==> src/rtl/msx_bus_initiator.sv <==
// MSX slot-bus master: single-beat requests become Z80-timed T1/T2/TW/T3 bus cycles.
module msx_bus_initiator #(
  parameter int unsigned MEM_WAITS    = 0,
  parameter int unsigned IO_WAITS     = 1,
  parameter int unsigned WAIT_TIMEOUT = 1024
) (
  input  logic        CLK,
  input  logic        RESET_n,
  input  logic        CLK_EN,
  input  logic        REQ_VALID,
  output logic        REQ_READY,
  input  logic        REQ_WR,
  input  logic        REQ_IO,
  input  logic [15:0] REQ_ADDR,
  input  logic [7:0]  REQ_WDATA,
  output logic        RSP_VALID,
  output logic [7:0]  RSP_RDATA,
  output logic        RSP_ERR,
  output logic [15:0] BUS_ADDR,
  output logic [7:0]  BUS_DOUT,
  output logic        BUS_SLTSL_n,
  output logic        BUS_MERQ_n,
  output logic        BUS_IORQ_n,
  output logic        BUS_RD_n,
  output logic        BUS_WR_n,
  input  logic [7:0]  BUS_DIN,
  input  logic        BUS_BUSDIR_n,
  input  logic        BUS_WAIT_n
);

  localparam int unsigned TMO_W = (WAIT_TIMEOUT == 0) ? 1 : $clog2(WAIT_TIMEOUT + 1);
  localparam logic [3:0]       MEM_W    = 4'(MEM_WAITS);
  localparam logic [3:0]       IO_W     = 4'(IO_WAITS);
  localparam logic [TMO_W-1:0] TMO_LAST = TMO_W'(WAIT_TIMEOUT - 1);
  localparam bit               TMO_EN   = (WAIT_TIMEOUT != 0);

  typedef enum logic [2:0] {S_IDLE, S_T1, S_T2, S_TW, S_T3} state_t;

  state_t           state_q, state_d;
  logic             wr_q, wr_d;
  logic             io_q, io_d;
  logic [3:0]       wcnt_q, wcnt_d;
  logic [TMO_W-1:0] tmo_q, tmo_d;
  logic [15:0]      addr_q, addr_d;
  logic [7:0]       dout_q, dout_d;
  logic             sltsl_q, sltsl_d;
  logic             merq_q, merq_d;
  logic             iorq_q, iorq_d;
  logic             rd_q, rd_d;
  logic             wrn_q, wrn_d;
  logic             rsp_valid_q, rsp_valid_d;
  logic [7:0]       rsp_rdata_q, rsp_rdata_d;
  logic             rsp_err_q, rsp_err_d;
  logic             capture, finish, abort;

  assign REQ_READY   = (state_q == S_IDLE);
  assign RSP_VALID   = rsp_valid_q;
  assign RSP_RDATA   = rsp_rdata_q;
  assign RSP_ERR     = rsp_err_q;
  assign BUS_ADDR    = addr_q;
  assign BUS_DOUT    = dout_q;
  assign BUS_SLTSL_n = sltsl_q;
  assign BUS_MERQ_n  = merq_q;
  assign BUS_IORQ_n  = iorq_q;
  assign BUS_RD_n    = rd_q;
  assign BUS_WR_n    = wrn_q;

  // Next-state, strobe and response logic; phases advance only on CLK_EN ticks.
  always_comb begin
    state_d     = state_q;
    wr_d        = wr_q;
    io_d        = io_q;
    wcnt_d      = wcnt_q;
    tmo_d       = tmo_q;
    addr_d      = addr_q;
    dout_d      = dout_q;
    sltsl_d     = sltsl_q;
    merq_d      = merq_q;
    iorq_d      = iorq_q;
    rd_d        = rd_q;
    wrn_d       = wrn_q;
    rsp_valid_d = 1'b0;
    rsp_rdata_d = rsp_rdata_q;
    rsp_err_d   = rsp_err_q;
    capture     = 1'b0;
    finish      = 1'b0;
    abort       = 1'b0;

    case (state_q)
      S_IDLE: begin
        // Accept ignores CLK_EN: a coincident tick does not count toward T1.
        if (REQ_VALID) begin
          wr_d    = REQ_WR;
          io_d    = REQ_IO;
          addr_d  = REQ_ADDR;
          dout_d  = REQ_WDATA;
          state_d = S_T1;
        end
      end
      S_T1: begin
        if (CLK_EN) begin
          state_d = S_T2;
          sltsl_d = io_q;
          merq_d  = io_q;
          iorq_d  = ~io_q;
          rd_d    = wr_q;
          wrn_d   = ~wr_q;
          wcnt_d  = io_q ? IO_W : MEM_W;
          tmo_d   = '0;
        end
      end
      S_T2: begin
        // The T2 tick already consumes the first fixed wait state.
        if (CLK_EN) begin
          if (wcnt_q != 4'd0) begin
            wcnt_d  = wcnt_q - 4'd1;
            state_d = S_TW;
          end else if (!BUS_WAIT_n) begin
            state_d = S_TW;
          end else begin
            state_d = S_T3;
            capture = 1'b1;
          end
        end
      end
      S_TW: begin
        if (CLK_EN) begin
          if (wcnt_q != 4'd0) begin
            wcnt_d = wcnt_q - 4'd1;
          end else if (!BUS_WAIT_n) begin
            if (TMO_EN && (tmo_q == TMO_LAST)) begin
              abort  = 1'b1;
              finish = 1'b1;
            end else if (tmo_q != {TMO_W{1'b1}}) begin
              tmo_d = tmo_q + TMO_W'(1);
            end
          end else begin
            state_d = S_T3;
            capture = 1'b1;
          end
        end
      end
      S_T3: begin
        if (CLK_EN) begin
          finish = 1'b1;
        end
      end
      default: state_d = S_IDLE;
    endcase

    // Read data sampled on entry to T3; open bus reads as FF.
    if (capture && !wr_q) begin
      rsp_rdata_d = BUS_BUSDIR_n ? 8'hFF : BUS_DIN;
    end

    // Cycle end (normal or aborted): release strobes and pulse the response.
    if (finish) begin
      state_d     = S_IDLE;
      sltsl_d     = 1'b1;
      merq_d      = 1'b1;
      iorq_d      = 1'b1;
      rd_d        = 1'b1;
      wrn_d       = 1'b1;
      rsp_valid_d = 1'b1;
      rsp_err_d   = abort;
      if (abort) begin
        rsp_rdata_d = 8'hFF;
      end
    end
  end

  // State and registered outputs with asynchronous reset.
  always_ff @(posedge CLK or negedge RESET_n) begin
    if (!RESET_n) begin
      state_q     <= S_IDLE;
      wr_q        <= 1'b0;
      io_q        <= 1'b0;
      wcnt_q      <= 4'd0;
      tmo_q       <= '0;
      addr_q      <= 16'h0000;
      dout_q      <= 8'h00;
      sltsl_q     <= 1'b1;
      merq_q      <= 1'b1;
      iorq_q      <= 1'b1;
      rd_q        <= 1'b1;
      wrn_q       <= 1'b1;
      rsp_valid_q <= 1'b0;
      rsp_rdata_q <= 8'hFF;
      rsp_err_q   <= 1'b0;
    end else begin
      state_q     <= state_d;
      wr_q        <= wr_d;
      io_q        <= io_d;
      wcnt_q      <= wcnt_d;
      tmo_q       <= tmo_d;
      addr_q      <= addr_d;
      dout_q      <= dout_d;
      sltsl_q     <= sltsl_d;
      merq_q      <= merq_d;
      iorq_q      <= iorq_d;
      rd_q        <= rd_d;
      wrn_q       <= wrn_d;
      rsp_valid_q <= rsp_valid_d;
      rsp_rdata_q <= rsp_rdata_d;
      rsp_err_q   <= rsp_err_d;
    end
  end

endmodule
==> config.mk <==
export PLATFORM = sky130hd
export DESIGN_NAME = msx_bus_initiator
export DESIGN_NICKNAME = d
export VERILOG_FILES = /design/src/rtl/msx_bus_initiator.sv
export SDC_FILE = /design/constraint.sdc
export NUM_CORES = 1
export LEC_CHECK = 0
export ABC_AREA = 1
export BUFFER_PORTS_ARGS = -buffer_cell sky130_fd_sc_hd__buf_2
export CORE_MARGIN = 5
export CORE_UTILIZATION = 43
export CTS_CLUSTER_SIZE = 8
export DETAILED_ROUTE_END_ITERATION = 10
export GPL_ROUTABILITY_DRIVEN = 1
export PLACE_DENSITY = 0.7
export SETUP_SLACK_MARGIN = 0.5
export SLEW_MARGIN = 20
export SYNTH_ARGS = -nofsm -noshare
export SYNTH_HDL_FRONTEND = slang
export SYNTH_SLANG_ARGS = --single-unit
==> constraint.sdc <==
create_clock -name CLK -period 2.1 [get_ports CLK]
set_clock_uncertainty 0.15 [all_clocks]
set_input_delay 0.21 -clock CLK [delete_from_list [all_inputs] [get_ports CLK]]
set_output_delay 0.21 -clock CLK [all_outputs]
set_load 0.02 [all_outputs]
==> results of run 1 <==
-- cells by family (layout without fill, tap and decap cells) --
family          Yosys count  count (layout)
simple gates            151             153
flops                    58              58
buf+inv                  32             161
compound gates           24              24
mux                      24              24
xor+xnor                  7               7
fa+ha+maj                 2               2
-- report_power, final --
group / total (mW) / internal, mW / switching, mW
logic: 2.66 / 1.12 / 1.54
clock network: 1.27 / 0.812 / 0.453
registers: 1.85 / 1.59 / 0.258
-- repair_timing --
item                                    in CTS  in global routing
buffers inserted                             8                  3
hold buffers                                30                  0
cloned                                       2                  0
pin swaps                                    7                 14
endpoints found under the setup margin      53                 34
endpoints found under the hold margin       75                  0
resized for setup                           19                 22
-- layout make-up --
cell class                 count  area [um^2]  share of cell area
clock buffer                  10          138              0.0330
clock inverter                 6          104              0.0249
inverter                      24         95.1              0.0228
tap                           80          100              0.0240
multi-input combinational    210         1460               0.351
sequential                    58         1470               0.353
timing repair buffer         121          800               0.192
-- metal layers --
| metal | track usage | up-vias | part of all wire |
|---|---|---|---|
| met5 | 0 | - | 0 |
| met4 | 0.0903 | 0 | 0.025 |
| met3 | 0.0463 | 17 | 0.049 |
| met2 | 0.297 | 67 | 0.53 |
| met1 | 0.193 | 1201 | 0.40 |
| li1 | - | 1231 | - |
-- final timing paths --
kind | from | end | slack (ps) | depth (start not counted)
hold / removal | BUS_DIN[2] | RSP_RDATA[2] | 20 | 3
hold reg to reg | BUS_IORQ_n | BUS_IORQ_n | 310 | 2
setup / recovery | tmo_q[0] | tmo_q[5] | 500 | 10
setup reg to reg | tmo_q[0] | tmo_q[5] | 500 | 10
min in group asynchronous | RESET_n | tmo_q[7] | 390 | 3
max in group asynchronous | RESET_n | state_q[2] | 880 | 3
-- per-stage QoR --
| step | cells | hold WS, ps |
|---|---|---|
| 4_1_cts | 506 | 0.529 |
| 3_5_place_dp | 450 | 253 |
| 2_1_floorplan | 298 | -236 |
| 3_3_place_gp | 450 | 246 |
| 6_report | 509 | 20.6 |
| 5_1_grt | 509 | 17.7 |
-- critical path, stage by stage (launching register included) --
cell	delay (ps)
dfrtp_1	390
ha_4	180
inv_2	40
nor2_4	150
nand2_4	90
nor2_2	150
nor2_4	90
nand2_8	100
inv_2	60
nand2_1	60
nand2_1	40
-- cells in the final DEF (no fill, tap or decap) --
| master | Yosys | routed |
|---|---|---|
| nor2_8 | 1 | 1 |
| dfrtp_2 | 0 | 3 |
| buf_4 | 2 | 10 |
| dfrtp_1 | 46 | 43 |
| ha_4 | 0 | 2 |
| nor2_4 | 2 | 6 |
| inv_1 | 19 | 14 |
| xnor2_1 | 2 | 2 |
| dlygate4sd3_1 | 0 | 30 |
| nand2_4 | 6 | 7 |
| bufinv_16 | 0 | 3 |
| clkinv_1 | 0 | 1 |
| nand3_2 | 2 | 3 |
| clkbuf_8 | 0 | 10 |
| a21oi_1 | 3 | 3 |
| nor2_1 | 29 | 23 |
| o21bai_1 | 1 | 1 |
| dfstp_2 | 12 | 12 |
| xor2_1 | 5 | 5 |
| buf_2 | 1 | 78 |
| o211ai_1 | 8 | 8 |
| o21ai_0 | 10 | 8 |
| o21ai_1 | 1 | 3 |
| buf_6 | 4 | 3 |
| nor2_2 | 1 | 3 |
| nand3_4 | 1 | 3 |
| nand3_1 | 25 | 22 |
| mux2_4 | 16 | 16 |
| nand2_2 | 2 | 6 |
| mux2_2 | 8 | 8 |
| o31ai_1 | 1 | 1 |
| nand2_8 | 0 | 2 |
| nand4_4 | 1 | 2 |
| clkinv_2 | 0 | 2 |
| nand4_1 | 4 | 4 |
| inv_4 | 1 | 2 |
| inv_2 | 4 | 8 |
| nand2_1 | 77 | 71 |
-- registers in the layout, indices dropped and copies added, names as in the netlist --
signal,count
BUS_ADDR,16
tmo_q,11
BUS_DOUT,8
RSP_RDATA,8
wcnt_q,4
state_q,3
BUS_IORQ_n,1
BUS_MERQ_n,1
BUS_RD_n,1
BUS_WR_n,1
RSP_ERR,1
RSP_VALID,1
io_q,1
wr_q,1
==> results.json, run 1 <==
{
  "max_freq_ghz": 0.626,
  "drtAntennaViolNets": 0,
  "period_minus_slack_ps": 1600,
  "synth_nets": 340,
  "synth_top_area_frac": 0.393,
  "first_pass_iters": 4,
  "grt_overflow": 0,
  "synth_xor_area_frac": 0.0210,
  "fin_tns_setup_ps": 0,
  "crit_type": "reg -> reg",
  "htreeDepth": 3,
  "areaGrowthSynthToFinish_pct": 42.5,
  "antenna_found_initial": 0,
  "p_total_mw": 5.77,
  "first_iter_violations": 82,
  "vias_per_cell": 4.94,
  "hold_violations": 0,
  "synth_commonest_cells": "77 x nand2_1, 46 x dfrtp_1, 29 x nor2_1, 25 x nand3_1, 19 x inv_1",
  "place_area_mm2": 0.00338,
  "synth_area_leaders": "dfrtp_1 39%, dfstp_2 11%, nand2_1 9.9%",
  "io_pins": 80,
  "power_density_mw_per_mm2": 1380,
  "wl_um": 7390,
  "cts_made_buffers": 9,
  "grt_max_degree": 59,
  "grt_pass1_wl_um": 11600,
  "num-nets-final": 466,
  "critPathLaunchType": "register",
  "place_ws_ps": 245,
  "status": "finished, final reports clean",
  "yosysSeqAreaShare": 0.501,
  "cts.sinks": 58,
  "synth_flop_cell": "dfrtp_1",
  "synthesis.area_mm2": 0.00293,
  "cts-root-buf": "clkbuf_8",
  "ir_drop_v": 0.000904,
  "grt_pass1_vias": 2492,
  "fp-row-count": 30,
  "ys_types": 32,
  "critical_path_required_ps": 2180,
  "vias": 2516,
  "diodes": 0,
  "yosysWarningCount": 0,
  "clockBufferDepth": 2,
  "synth.area.mux_share": 0.113,
  "tightest_slew_ps": 720,
  "power.leakage_nw": 2.07,
  "wl_per_cell_um": 14.5,
  "synth_edf_count": 0,
  "ys_ff_latch": 58,
  "synth_compound_area_frac": 0.0496,
  "cap_violations": 0,
  "cts_tree": "built",
  "relSlewSlack": 0.520,
  "core_mm2": 0.00672,
  "synth.largest_area_cell": "dfrtp_1",
  "die_width_um": 92.5,
  "yosys.area_share.simple": 0.251,
  "netlist_instances": 298,
  "layout_setup_ws_ps": 501,
  "crit_fanout": 9,
  "synth_fa_ha_area_frac": 0.00855,
  "die_y_um": 92.5,
  "dieArea_mm2": 0.00855,
  "yosysMostFrequentCell": "nand2_1",
  "fin_area_mm2": 0.00417,
  "ys_async_sr_fraction": 1.00,
  "dp_hpwl_um": 4420,
  "insertion_delay_ps": 340,
  "nFillCells": 538,
  "fin_util": 0.620,
  "start_util": 0.435,
  "port_buffers": 79,
  "drv_slew": 0,
  "min_path_type": "in -> reg",
  "critPathArrivalTime_ps": 1680,
  "gp_congestion": 0.795,
  "setup_viol": 0,
  "avgSynthCellArea_um2": 9.82,
  "synth_top_family_by_area": "simple AND/OR/NAND/NOR gates",
  "track_usage": 0.172,
  "drive_gt1_frac": 0.443,
  "clkTransAtPathRegs_ps": 70,
  "period_share": 0.761,
  "post-route-drc-count": 0,
  "grt_setup_unrepaired": "true",
  "endpoint_kind": "register"
}
Note: power is estimated with default switching activity, not from simulation.
==> run 2, diff against run 1 <==
PLACE_DENSITY = 0.72   (was 0.7)
clock period = 1.3 ns   (was 2.1 ns; I/O delays follow)
==> run 2 against run 1 <==
Against the previous run:
- clock power rose by 29%
- critical path depth fell by 2
- cell area rose by 12%
- sequential share of layout area fell by 3.9 points
- cell count rose by 6.5%
- die area did not move
- critical endpoint is now tmo_q[6]
- the flow now finishes with violations (negative hold slack, negative setup slack)
- register-to-register slack got worse by 840 ps
- count of clock-buffer cells in the layout rose by 2
- combinational power rose by 130%
- via count rose by 11%
- flip-flop and latch count did not move
==> results.json, run 2 (synthesis gave the netlist of run 1 again) <==
{
  "endpoint_kind": "register",
  "cts_made_buffers": 9,
  "post-route-drc-count": 0,
  "crit_type": "reg -> reg",
  "max_freq_ghz": 0.611,
  "dp_cells": 496,
  "r2r-end": "tmo_q[6]",
  "gp_congestion": 0.796,
  "start_util": 0.435,
  "cts_tree": "built",
  "diodes": 0,
  "num-nets-final": 499,
  "grt_overflow": 0,
  "power_density_mw_per_mm2": 2340,
  "vias_per_cell": 5.13,
  "fin_util": 0.696,
  "fp-row-count": 30,
  "path_cells": "inv_2, nand2_4, nor2_8, buf_4, inv_1, nor2_1, nand2_1, nand2_1",
  "fin_cells": 542,
  "place_area_mm2": 0.00378,
  "track_usage": 0.203,
  "clockBufferDepth": 2,
  "critPathLaunchType": "register",
  "grt_max_degree": 23,
  "insertion_delay_ps": 370,
  "cpMaxStageDelayCell": "dfrtp_2",
  "drv_slew": 0,
  "relSlewSlack": 0.734,
  "worstRegToRegCells": 8,
  "vias": 2782,
  "period_minus_slack_ps": 1640,
  "largest_reg_flops": 16,
  "drive_gt1_frac": 0.582,
  "reg2reg_slack_ps": -340,
  "dp_hpwl_um": 5270,
  "place_ws_ps": -346,
  "violations": "negative hold slack, negative setup slack",
  "htreeDepth": 3,
  "fin_area_mm2": 0.00468,
  "cpMostUsedCell": "nand2_1",
  "grt_pass1_wl_um": 13700,
  "die_width_um": 92.5,
  "hold_violations": 80,
  "drtAntennaViolNets": 0,
  "grt_pass1_vias": 2867,
  "areaGrowthSynthToFinish_pct": 59.9,
  "critical_path_required_ps": 1450,
  "crit_fanout": 5,
  "setup_viol": 63,
  "grt_setup_unrepaired": "true",
  "core_mm2": 0.00672,
  "antenna_found_initial": 0,
  "period_share": 1.26,
  "port_buffers": 79,
  "cts-root-buf": "clkbuf_8",
  "final_cell_mix": "64 x nand2_1, 63 x buf_4, 46 x buf_6",
  "cts.sinks": 58,
  "min_path_type": "in -> async",
  "wl_per_cell_um": 16.6,
  "status": "finished, violations left",
  "clkTransAtPathRegs_ps": 70,
  "tightest_slew_ps": 399,
  "critPathArrivalTime_ps": 1790,
  "power.leakage_nw": 2.33,
  "wl_um": 9020,
  "first_pass_iters": 4,
  "first_iter_violations": 153,
  "io_pins": 80,
  "cp_slowest_stage_delay_ps": 460,
  "timing.hold.ws_ps": -462,
  "dieArea_mm2": 0.00855,
  "cap_violations": 0,
  "r2r_start": "state_q[2]",
  "ir_drop_v": 0.00166,
  "die_y_um": 92.5,
  "layout_setup_ws_ps": -336,
  "layout_commonest_cell": "nand2_1"
}
## run 2: per-layer routing
| metal | global-route usage | wire length (um) |
|---|---|---|
| met2 | 0.357 | 4860 |
| met4 | 0.104 | 352 |
| met5 | 0 | 0 |
| met1 | 0.228 | 3370 |
| met3 | 0.0487 | 431 |
## run 2: layout make-up
class	instances	area [um^2]
clock buffers	12	165
clock inverters	4	25.0
fillers	443	2040
inverters	24	100
multi-input cells	211	1530
flip-flops and latches	58	1470
well taps	80	100
repair buffers	153	1290
## run 2: timing repair
action	4_1_cts	5_1_grt
cloned	3	0
hold endpoints to repair	80	80
setup buffers	16	11
gates resized for setup	124	17
pin swaps	21	9
endpoints found under the setup margin	98	98
## run 2: worst max-delay path: cells and delay by family (launching register included)
family	cells	cell delay, ps
flops	1	460
buf+inv	3	370
simple gates	5	610
## run 2: worst max-delay path by stage
stage               startpoint  cells past startpoint           to
global placement      tmo_q[1]                     10     tmo_q[7]
CTS                   tmo_q[0]                     10   state_q[2]
global route        state_q[2]                      8     tmo_q[6]
floorplan           state_q[0]                      6  BUS_ADDR[0]
finish              state_q[2]                      8     tmo_q[6]
detailed placement    tmo_q[1]                     10     tmo_q[7]
## run 2: where the power goes
| part | switching (mW) | leakage [nW] | internal [mW] |
|---|---|---|---|
| combinational | 2.94 | 1.54 | 3.24 |
| sequential | 0.551 | 0.699 | 2.57 |
| clock | 0.798 | 0.0944 | 0.840 |
## run 2: metrics by stage
stage               total power [mW]  TNS (ps)
detailed placement              7.27    -11600
global route                    11.5    -17160
floorplan                       5.77    -12930
finish                          10.9    -13960
global placement                7.16     -9610
CTS                             10.4    -11890
==> run 3, diff against run 2 <==
CORE_UTILIZATION = 47   (was 43)
PLACE_DENSITY = 0.87   (was 0.72)
==> run 3 against run 2 <==
Against the previous run:
- the run still ends with negative hold slack, negative setup slack left
- count of clock-buffer cells in the layout shrank 2
- cell area grew 0.80%
- register-to-register slack lost 110 ps
- combinational power grew 7.9%
- global-route usage grew 7.9 points
- sequential share of layout area shrank 0.17 points
==> results.json, run 3 (synthesis gave the netlist of run 1 again) <==
{
  "status": "finished, violations left",
  "violations": "negative hold slack, negative setup slack",
  "power.leakage_nw": 2.33,
  "post-route-drc-count": 0,
  "top_layer_used": "met4",
  "cts_tree": "built",
  "critPathLaunchType": "register",
  "crit_fanout": 5,
  "crit_type": "reg -> reg",
  "drive_gt1_frac": 0.600,
  "grt_max_degree": 59,
  "postCtsHoldBufs": 1,
  "grt_overflow": 0,
  "grt_pass1_vias": 3159,
  "largest_reg_flops": 16,
  "first_pass_iters": 6,
  "relSlewSlack": 0.794,
  "multi_input_area_mm2": 0.00158,
  "diodes": 0,
  "gp_congestion": 0.847,
  "die_width_um": 88.9,
  "nFillCells": 284,
  "htreeDepth": 3,
  "io_pins": 80,
  "vias_per_cell": 5.99,
  "drv_slew": 0,
  "timing.hold.ws_ps": -149,
  "period_share": 1.34,
  "wl_um": 12500,
  "wl_per_cell_um": 23.4,
  "tightest_slew_ps": 308,
  "seq_area_mm2": 0.00147,
  "track_usage": 0.282,
  "met2WireLength_um": 6300,
  "min_path_type": "in -> reg",
  "num-nets-final": 495,
  "endpoint_kind": "register",
  "antenna_found_initial": 0,
  "critical_path_required_ps": 1380,
  "wl_met1_um": 3920,
  "p_total_mw": 11.4,
  "start_util": 0.488,
  "first_iter_violations": 310,
  "core_mm2": 0.00599,
  "wl_met3_um": 1180,
  "dieArea_mm2": 0.00790,
  "cts_made_buffers": 9,
  "final_cell_mix": "61 x nand2_1, 54 x buf_4, 48 x buf_6",
  "fp-row-count": 28,
  "layout_commonest_cell": "nand2_1",
  "drtAntennaViolNets": 0,
  "layout_setup_ws_ps": -445,
  "grt_setup_unrepaired": "true",
  "die_y_um": 88.9,
  "grt_pass1_wl_um": 16500,
  "setup_viol": 68,
  "cap_violations": 0,
  "critPathArrivalTime_ps": 1820,
  "clockBufferDepth": 2,
  "period_minus_slack_ps": 1740,
  "ir_drop_v": 0.00203,
  "port_buffers": 79,
  "fin_util": 0.787,
  "dp_hpwl_um": 5150,
  "vias": 3195,
  "clkTransAtPathRegs_ps": 80,
  "areaGrowthSynthToFinish_pct": 61.2,
  "insertion_delay_ps": 360,
  "cts.sinks": 58,
  "cts-root-buf": "clkbuf_8",
  "max_freq_ghz": 0.573,
  "power_density_mw_per_mm2": 2420,
  "hold_violations": 33
}
## run 3: changes by cell type in the layout (fill, tap and decap cells not counted), sizes merged
cell,previous run,this run
buf,153,147
clkbuf,12,11
clkinv,2,4
dlygate4sd3,0,1
## run 3: final cells by class
cell class | count | area share
Clock buffer | 10 | 0.0271
Clock inverter | 6 | 0.00743
Inverter | 24 | 0.0218
Multi-Input combinational cell | 211 | 0.335
Sequential cell | 58 | 0.312
Tap cell | 75 | 0.0199
Timing Repair Buffer | 149 | 0.277
## run 3: path summary, 6_finish.rpt
path | start | to | slack (ps) | cells past startpoint
worst max register to register | tmo_q[0] | tmo_q[8] | -440 | 10
worst max-delay path | tmo_q[0] | tmo_q[8] | -440 | 10
worst min register to register | BUS_WR_n | BUS_WR_n | 330 | 2
min in group asynchronous | RESET_n | BUS_DOUT[1] | 200 | 3
worst min-delay path | REQ_ADDR[6] | BUS_ADDR[6] | -150 | 2
max in group asynchronous | RESET_n | RSP_RDATA[1] | 570 | 3
## run 3: critical path, cell delays in order, from the launching register on
cell	delay [ps]
dfrtp_1	410
ha_4	160
inv_2	40
nor2_4	150
nand3_1	150
nand2_2	120
nand2_4	90
nand2_4	130
inv_4	60
nand2_1	70
nand2_1	90
## run 3: per-stage QoR
step	std cells	setup slack [ps]	setup TNS, ps	area (um^2)	hold slack, ps
6_report	533	-445	-17670	4720	-149
5_1_grt	533	-486	-20240	4720	-150
4_1_cts	523	-251	-11390	4490	-150
3_5_place_dp	483	-332	-11610	3720	3.75
3_3_place_gp	483	-269	-9470	3720	-2.46
2_1_floorplan	298	-338	-12930	2960	-316
## run 3: what timing repair did
action                                  4_1_cts  5_1_grt
pin swaps                                    17        5
buffers inserted                             18        9
gates cloned                                  5        1
endpoints found under the setup margin       98      104
endpoints found under the hold margin        92       32
resized for setup                           123       40
## run 3: layer usage
| layer | GRT usage | vias up |
|---|---|---|
| met5 | 0 | - |
| met4 | 0.207 | 0 |
| met3 | 0.0820 | 105 |
| met2 | 0.477 | 281 |
| met1 | 0.298 | 1512 |
| li1 | - | 1297 |
## run 3: power by group
part | internal [mW] | total, mW | switching, mW
Combinational | 3.30 | 6.68 | 3.38
Clock | 0.678 | 1.51 | 0.830
Sequential | 2.58 | 3.25 | 0.667
Total | 6.56 | 11.4 | 4.88
